`src/rtl/max7219_rx_decoder.sv`:
```
// max7219_rx_decoder: MAX7219 serial responder decoding 16-bit frames into digit/control registers.
// Define MAX7219_RX_DAISY_EN to add the max7219_rx_dout_Out chaining output.
module max7219_rx_decoder #(
    parameter int FRAME_BITS   = 16,
    parameter int SYNC_STAGES  = 2,
    parameter int BITCNT_WIDTH = 5
) (
    input  logic       max7219_rx_CLOCK_50,
    input  logic       max7219_rx_RESET_InLow,
    input  logic       max7219_rx_din_In,
    input  logic       max7219_rx_clk_In,
    input  logic       max7219_rx_ncs_In,
    input  logic [2:0] max7219_rx_rdAddr_InBUS,
    output logic [7:0] max7219_rx_rdData_OutBUS,
    output logic [3:0] max7219_rx_intensity_OutBUS,
    output logic [2:0] max7219_rx_scanLimit_OutBUS,
    output logic [7:0] max7219_rx_decode_OutBUS,
    output logic       max7219_rx_shutdownN_Out,
    output logic       max7219_rx_test_Out,
    output logic       max7219_rx_frameValid_Out,
    output logic [3:0] max7219_rx_frameAddr_OutBUS,
`ifdef MAX7219_RX_DAISY_EN
    output logic       max7219_rx_dout_Out,
`endif
    output logic       max7219_rx_frameErr_Out
);

    // Without daisy chaining only the addr/data bits of the frame need to be kept.
`ifdef MAX7219_RX_DAISY_EN
    localparam int SR_BITS = FRAME_BITS;
`else
    localparam int SR_BITS = 12;
`endif

    logic [SYNC_STAGES-1:0]  dinSync, clkSync, ncsSync;
    logic                    clkPrev, ncsPrev, armed;
    logic [SR_BITS-1:0]      sr;
    logic [BITCNT_WIDTH-1:0] bitCnt;
    logic [7:0]              digit [8];
    logic                    dinS, clkS, ncsS, clkRise, ncsRise, ncsFall, shiftEn, commit;
    logic [3:0]              frmAddr;
    logic [7:0]              frmData;

    always_comb begin
        dinS    = dinSync[SYNC_STAGES-1];
        clkS    = clkSync[SYNC_STAGES-1];
        ncsS    = ncsSync[SYNC_STAGES-1];
        clkRise = clkS & ~clkPrev;
        ncsRise = ncsS & ~ncsPrev;
        ncsFall = ~ncsS & ncsPrev;
        shiftEn = clkRise & ~ncsS;
        commit  = ncsRise & armed & (bitCnt >= BITCNT_WIDTH'(FRAME_BITS));
        frmAddr = sr[11:8];
        frmData = sr[7:0];
    end

    assign max7219_rx_rdData_OutBUS = digit[max7219_rx_rdAddr_InBUS];

    always_ff @(posedge max7219_rx_CLOCK_50 or negedge max7219_rx_RESET_InLow) begin
        if (!max7219_rx_RESET_InLow) begin
            dinSync <= '0;
            clkSync <= '0;
            ncsSync <= '0;
            clkPrev <= 1'b0;
            ncsPrev <= 1'b0;
        end else begin
            dinSync <= {dinSync[SYNC_STAGES-2:0], max7219_rx_din_In};
            clkSync <= {clkSync[SYNC_STAGES-2:0], max7219_rx_clk_In};
            ncsSync <= {ncsSync[SYNC_STAGES-2:0], max7219_rx_ncs_In};
            clkPrev <= clkS;
            ncsPrev <= ncsS;
        end
    end

    // A window only counts once its falling ncs edge was seen after reset.
    always_ff @(posedge max7219_rx_CLOCK_50 or negedge max7219_rx_RESET_InLow) begin
        if (!max7219_rx_RESET_InLow) begin
            sr     <= '0;
            bitCnt <= '0;
            armed  <= 1'b0;
        end else begin
            if (shiftEn) sr <= {sr[SR_BITS-2:0], dinS};
            if (ncsFall) bitCnt <= shiftEn ? BITCNT_WIDTH'(1) : '0;
            else if (shiftEn && bitCnt != '1) bitCnt <= bitCnt + 1'b1;
            armed <= ncsFall ? 1'b1 : (ncsRise ? 1'b0 : armed);
        end
    end

    always_ff @(posedge max7219_rx_CLOCK_50 or negedge max7219_rx_RESET_InLow) begin
        if (!max7219_rx_RESET_InLow) begin
            for (int i = 0; i < 8; i++) digit[i] <= '0;
            max7219_rx_intensity_OutBUS <= '0;
            max7219_rx_scanLimit_OutBUS <= '0;
            max7219_rx_decode_OutBUS    <= '0;
            max7219_rx_shutdownN_Out    <= 1'b0;
            max7219_rx_test_Out         <= 1'b0;
        end else if (commit) begin
            if (frmAddr inside {[4'h1:4'h8]}) digit[3'(frmAddr - 4'd1)] <= frmData;
            if (frmAddr == 4'h9) max7219_rx_decode_OutBUS <= frmData;
            if (frmAddr == 4'hA) max7219_rx_intensity_OutBUS <= frmData[3:0];
            if (frmAddr == 4'hB) max7219_rx_scanLimit_OutBUS <= frmData[2:0];
            if (frmAddr == 4'hC) max7219_rx_shutdownN_Out <= frmData[0];
            if (frmAddr == 4'hF) max7219_rx_test_Out <= frmData[0];
        end
    end

    always_ff @(posedge max7219_rx_CLOCK_50 or negedge max7219_rx_RESET_InLow) begin
        if (!max7219_rx_RESET_InLow) begin
            max7219_rx_frameValid_Out   <= 1'b0;
            max7219_rx_frameErr_Out     <= 1'b0;
            max7219_rx_frameAddr_OutBUS <= '0;
        end else begin
            max7219_rx_frameValid_Out <= commit;
            max7219_rx_frameErr_Out   <= ncsRise & armed & ~commit;
            if (commit) max7219_rx_frameAddr_OutBUS <= frmAddr;
        end
    end

`ifdef MAX7219_RX_DAISY_EN
    always_ff @(posedge max7219_rx_CLOCK_50 or negedge max7219_rx_RESET_InLow) begin
        if (!max7219_rx_RESET_InLow) max7219_rx_dout_Out <= 1'b0;
        else if (shiftEn) max7219_rx_dout_Out <= sr[SR_BITS-1];
    end
`endif

endmodule

```
`config.mk`:
```
export PLATFORM = sky130hd
export DESIGN_NAME = max7219_rx_decoder
export DESIGN_NICKNAME = d
export VERILOG_FILES = /design/src/rtl/max7219_rx_decoder.sv
export SDC_FILE = /design/constraint.sdc
export NUM_CORES = 1
export LEC_CHECK = 0
export BUFFER_PORTS_ARGS = -buffer_cell sky130_fd_sc_hd__buf_2
export CORE_MARGIN = 5
export CORE_UTILIZATION = 39
export DETAILED_ROUTE_END_ITERATION = 6
export PLACE_DENSITY_LB_ADDON = 0.25
export SLEW_MARGIN = 20
export SYNTH_ARGS = -nofsm -noshare
export SYNTH_HDL_FRONTEND = slang
export SYNTH_SLANG_ARGS = --single-unit
```
`constraint.sdc`:
```
create_clock -name max7219_rx_CLOCK_50 -period 2 [get_ports max7219_rx_CLOCK_50]
set_input_delay 0.4 -clock max7219_rx_CLOCK_50 [delete_from_list [all_inputs] [get_ports max7219_rx_CLOCK_50]]
set_output_delay 0.4 -clock max7219_rx_CLOCK_50 [all_outputs]
set_load 0.02 [all_outputs]
```
======== Word level (Yosys, flattened, before mapping) ========
Cells that the tools add are included.
W data, S select, Z words.
operators by class
  magnitude comparators ................... 6
  reduce and logical (&&, ||, !) cells .... 11
  bitwise operators ....................... 13
  $add $sub $neg .......................... 2
  eq/ne operators ......................... 6
  mux-type cells .......................... 11
operator list
  cell                   count
  $bwmux W64             1
  $bmux W8 S3            1
  $demux W8 S3           1
  $mux W8                3
  $eq A4 B4 Y1 const B   5
  $reduce_and A2 Y1      6
  $mux W5                2
  $ge A4 B4 Y1 const B   2
  $not A3 Y4             2
  $and A1 B1 Y1          7
  $add A5 B1 Y5 const B  1
  $ge A5 B5 Y1 const B   1
  $ne A5 B5 Y1 const B   1
  $ge A4 B1 Y1 const B   1
  $le A4 B4 Y1 const B   1
  $lt A4 B1 Y1 const B   1
  $not A1 Y1             4
  $reduce_bool A2 Y1     2
  $logic_and A1 B1 Y1    3
  $mux W1                3
  $sub A3 B1 Y3 const B  1
storage, ports and cells
  output and inout port bits .............. 31
  bits in registers ....................... 113
  logic and storage cells ................. 73

======== Longest topological paths before layout ========
  depth in word-level cells ............... 7
  depth in mapped cells ................... 7
  mapped depth without buffers ............ 7

======== Least setup slack after synthesis ========
Ideal clock, no wire load.
  path type ............................... input to output
  start ................................... input max7219_rx_rdAddr_InBUS[1]
  end ..................................... output max7219_rx_rdData_OutBUS[0]
  cell stages on the path ................. 4
  slack ................................... 0.033 ns
  data arrival time ....................... 1.567 ns
  path through ............................ clkbuf_2 buf_1 mux4_2 mux2_2
on the way
  word-level cells in the longest chain between the ends .. 4
ends and longest elaborated chain
  item                                        line  text
  start: declaration                          13    input logic [2:0] max7219_rx_rdAddr_InBUS,
  $not A3 Y4 (not written as such)            57    assign max7219_rx_rdData_OutBUS = digit[max7219_rx_rdAddr_InBUS];
  $bmux W8 S3                                 57
  $mux W8 (not written as such) (2 in a row)  57
  end: declaration                            14    output logic [7:0] max7219_rx_rdData_OutBUS,
No other way between the ends. The select of a mux whose other input is x is not followed.

======== Worst setup path in the final report ========
  start ................................... register digit[0] (netlist bit)
  end ..................................... output max7219_rx_rdData_OutBUS[0]
on the way
  word-level cells in the longest chain between the ends .. 3
ends and longest elaborated chain
  item                                        line  text
  start: declaration                          39    logic [7:0] digit [8];
  start signal: indexed assignment            98    if (frmAddr inside {[4'h1:4'h8]}) digit[3'(frmAddr - 4'd1)] <= frmData;
  $bmux W8 S3                                 57
  $mux W8 (not written as such) (2 in a row)  57
No other way between the ends. The select of a mux whose other input is x is not followed.

==> results by stage <==
Run status:
- The flow ran to the end, but the final reports show violations.
- The final reports fail on setup timing.

Worst setup path:
- The endpoint class of the critical path is an output pin.
- The endpoint of the worst register-to-register path is digit[35].
- The critical path ends at max7219_rx_rdData_OutBUS[0].
- The family of cells with the greatest summed delay on the critical path is multiplexers.
- Setup slack on the worst reg-to-reg path comes out at 0.07 ns.
- The critical path starts at digit[0].
- For this run, the slowest stage of the critical path takes 0.46 ns.
- In this run the worst path has a maximum fanout of 2.
- The total stage count of the critical path is 3.
- On the critical path, the stage with the largest delay is an instance of mux4_2.
- STA classifies the critical path startpoint as a flop.
- The cell count of the worst reg-to-reg path is 8.
- The setup path with the least slack is of type flop to output pin.
- The number of buffer and inverter instances along the worst setup path is 1.
- The signal on the critical path passes through mux4_2 -> mux2_4 -> buf_6.
- The launch point of the worst reg-to-reg path is sr[8].
- The critical path data required time is 1.60 ns.
- The worst path arrival time is 1.66 ns.

Detailed routing:
- The average wire per cell in the routed design is 17.41 um.
- The first detailed-routing pass took 4 iterations.
- The number of design-rule violations left by the first detailed-router iteration is ~170.
- Wire segments on met3 add up to 352 um in the final route.
- Detailed routing inserted a total of 2838 vias.
- The detail-routed via count per cell is 4.919.
- Summed over all nets, wire length on met2 after detailed routing comes to 4784 um.
- The top routing layer in use is met4.
- After detailed routing, the number of remaining DRC violations is 0.
- In this run the remaining antenna-violating nets after routing total 0.
- The post-detailed-routing wire length is 10040 um.
- The wire length on met1 is 4748 um.

Placement:
- The count of buffers added on input and output ports is 38.
- The setup slack at placement is -0.05514 ns.
- The cell count after placement is 536.
- The routability-driven placement congestion ratio is 0.7720.
- Detailed placement finished with a half-perimeter wire length of 6605 um.

Floorplanning:
- The die covers 15220 um2.
- For this configuration, the core starts out at a cell density of 39.72%.
- The area of the core is 12620 um2.
- The die is 123.4 um tall.
- The width of the chip is 123.4 um.
- The cell row count is approximately 40.
- For this design the top-level I/O count stands at 39.

CTS:
- The worst-case clock buffer depth is 2.
- Clock tree synthesis inserted a total of 17 buffers.
- At the later pin of the worst-skew pair, clock insertion delay measures ~0.4 ns.
- TritonCTS built the clock tree.
- The cell sitting at the root of the clock tree is a clkbuf_16.
- Clock-pin slew was measured on the worst setup and hold paths at about 0.050 ns.
- The depth of the CTS H-tree is 4.
- Clock tree synthesis found a total of between 100 and 150 sinks.

STA:
- The final worst setup slack is -0.06038 ns.
- The maximum operating frequency is between 0.4 and 0.5 GHz.
- The number of hold violations in the final report is 0.
- After routing, the total negative slack on setup checks comes to -0.3934 ns.
- Setup repair after global routing could not meet its margin everywhere.
- The count of final setup violators is 8.
- The number of pins with negative max-slew slack in the final report is 0.
- The portion of the clock cycle consumed by the worst path in the final layout is 103.0%.
- The worst-case headroom to the max-slew limit is 60.84%.
- The time the worst path needs with I/O delays and setup is slightly above 2 ns.
- For the pin with the worst max-slew slack, the measured transition is 0.5874 ns.
- The worst setup skew after layout is 0.01436 ns.

GRT:
- The first global-routing pass estimated approximately 17000 um of wire.
- The sum of overflow across all layers after global routing is 0.
- The total routing resource utilization after global routing is 14.76%.
- The largest net degree at the start of global routing is 43.
- The via count of the first global-routing pass is 3088.
- The number of antenna violations at the first check in global routing is 0.

Yosys:
- The total of warnings raised by yosys is 0.
- The post-synthesis sequential area ratio is 56.42%.
- The number of synthesized register bits is 113.
- The synthesized cell area is 5012 um2.
- After synthesis, the mean cell area works out to 15.57 um2.
- The post-synthesis cell count is 322.
- Counting distinct cell types in the post-synthesis netlist gives 34.
- The number of nets handed over by synthesis was 339.

Power:
- Across the VDD grid, the largest voltage drop is 0.7005 mV.
- Dividing total power by cell area gives a power density of slightly above 900 nW/um2.
- The static leakage power is roughly 3.2 nW.

Final layout:
- The commonest non-fill, non-tap cell in the layout is dfrtp_1.
- The number of antenna diodes in the final layout is 0.
- Compared with the post-synthesis result, the final layout area differs by 27.18%.
- The number of nets in the finished design is 410.
- In the layout the commonest cells are dfrtp_1 (113), mux2_2 (80), buf_2 (29), mux2_4 (20), buf_4 (20).
- Of the cells placed in the final design, the portion with a size suffix greater than 1 is 57.04%.
- After the flow finishes, the layout carries non-filler instances totaling just under 600.

Run:
- The tool flagged a number of max-cap violations equal to 0.

Hold path:
- The worst hold path class is primary input to flop.
==> how the worst min path moves through the flow <==
stage / end / slack [ns] / cells past startpoint / start
after floorplan: armed / 0.10 / 0 / max7219_rx_RESET_InLow
after global placement: clkSync[1] / 0.33 / 0 / clkSync[0]
after detailed placement: dinSync[1] / 0.34 / 0 / dinSync[0]
after CTS: ncsSync[0] / 0.08 / 1 / max7219_rx_ncs_In
after global routing: dinSync[0] / 0.08 / 1 / max7219_rx_din_In
final: clkSync[0] / 0.1 / 1 / max7219_rx_clk_In
==> per-stage QoR <==
| step | instance area (um2) | util (%) | hold slack (ns) | power [mW] |
|---|---|---|---|---|
| floorplan | 5012 | - | 0.1044 | 2.899 |
| global placement | 5635 | 44.66 | 0.3338 | 3.108 |
| detailed placement | 5635 | 44.66 | 0.3355 | 3.127 |
| CTS | 6300 | 49.92 | 0.07649 | 5.948 |
| global route | 6375 | 50.52 | 0.07668 | 6.195 |
| finish | 6375 | 50.52 | 0.09787 | 5.933 |
==> sequential cells by signal, indices dropped and copies added (netlist names) <==
name	count
max7219_rx_decode_OutBUS	8
clkSync	2
max7219_rx_frameErr_Out	1
max7219_rx_frameAddr_OutBUS	4
max7219_rx_intensity_OutBUS	4
ncsPrev	1
max7219_rx_test_Out	1
max7219_rx_frameValid_Out	1
digit	64
max7219_rx_shutdownN_Out	1
bitCnt	5
armed	1
ncsSync	2
sr	12
max7219_rx_scanLimit_OutBUS	3
clkPrev	1
dinSync	2
==> worst register-to-register path, delay by kind of cell, from the launching register on <==
| family | cells | cell delay, ns |
|---|---|---|
| adders and majority gates | 1 | 0.20 |
| DFF | 1 | 0.38 |
| and+or+nand+nor | 2 | 0.32 |
| AOI/OAI and AO/OA | 1 | 0.13 |
| muxes | 1 | 0.34 |
| buffers and inverters | 3 | 0.45 |
==> logic make-up after synthesis <==
family                     count (synthesis)  share of synthesized area, %
muxes                                    118                         31.03
AOI/OAI and AO/OA                          6                        0.8238
buffers and inverters                     25                         2.920
xor gates and xnor gates                   4                        0.8489
adders and majority gates                  9                         2.247
and+or+nand+nor                           47                         5.716
DFF                                      113                         56.42
==> per-layer routing <==
metal,GRT usage (%),vias up
li1,-,1305
met1,19.58,1478
met2,22.32,42
met3,4.163,13
met4,7.128,0
met5,0,-
==> cells in the mapped netlist <==
cell type  number  area share (%)
nand3_1         1            0.10
and2_0          1            0.12
xor2_2          1            0.32
nand2_1        12            0.90
nand3b_1        1            0.15
o21ai_4         1            0.32
clkbuf_1        8            0.60
nor3_1          2            0.20
xor2_1          2            0.35
clkbuf_2        1            0.10
nor3b_2         1            0.25
nand3b_2        2            0.45
inv_1           4            0.30
nand2b_1        1            0.12
buf_6           6             1.3
buf_1           2            0.15
mux2_4         13             3.9
dfrtp_1       113              56
nor2_1         10            0.75
and2_1          2            0.25
nor3b_4         1            0.37
nor4b_2         1            0.30
mux2_2         87              20
xnor2_1         1            0.17
mux2i_1         2            0.40
buf_4           1            0.15
clkinv_1        1           0.075
nand4_1         5            0.62
and3_1          5            0.62
ha_1            9             2.2
mux4_2         16             7.2
buf_2           2            0.20
nand4_2         2            0.50
o21ai_0         5            0.50
==> what timing repair did <==
| action | CTS | global route |
|---|---|---|
| setup buffers | 5 | 4 |
| endpoints found under the setup margin | 8 | 49 |
| gates resized for setup | 20 | 13 |
| pin swaps | 0 | 2 |
| hold buffers | 1 | 0 |
| endpoints found under the hold margin | 10 | 0 |
==> where the power goes <==
group / switching (mW) / internal, mW / total [mW]
sequential: 0.259 / 2.38 / 2.64
combinational: 0.256 / 0.261 / 0.517
clock: 0.955 / 1.82 / 2.78
==> cell type report <==
class / count / area [um2]
inverter: 5 / 18.77
tap: 172 / 215.2
fill: 1140 / 6245
sequential: 113 / 2828
multi-input combinational: 184 / 2095
clock buffer: 26 / 499.2
timing repair buffer: 72 / 666.9
clock inverter: 5 / 52.55
No activity file was read; power rests on OpenSTA's default activity.
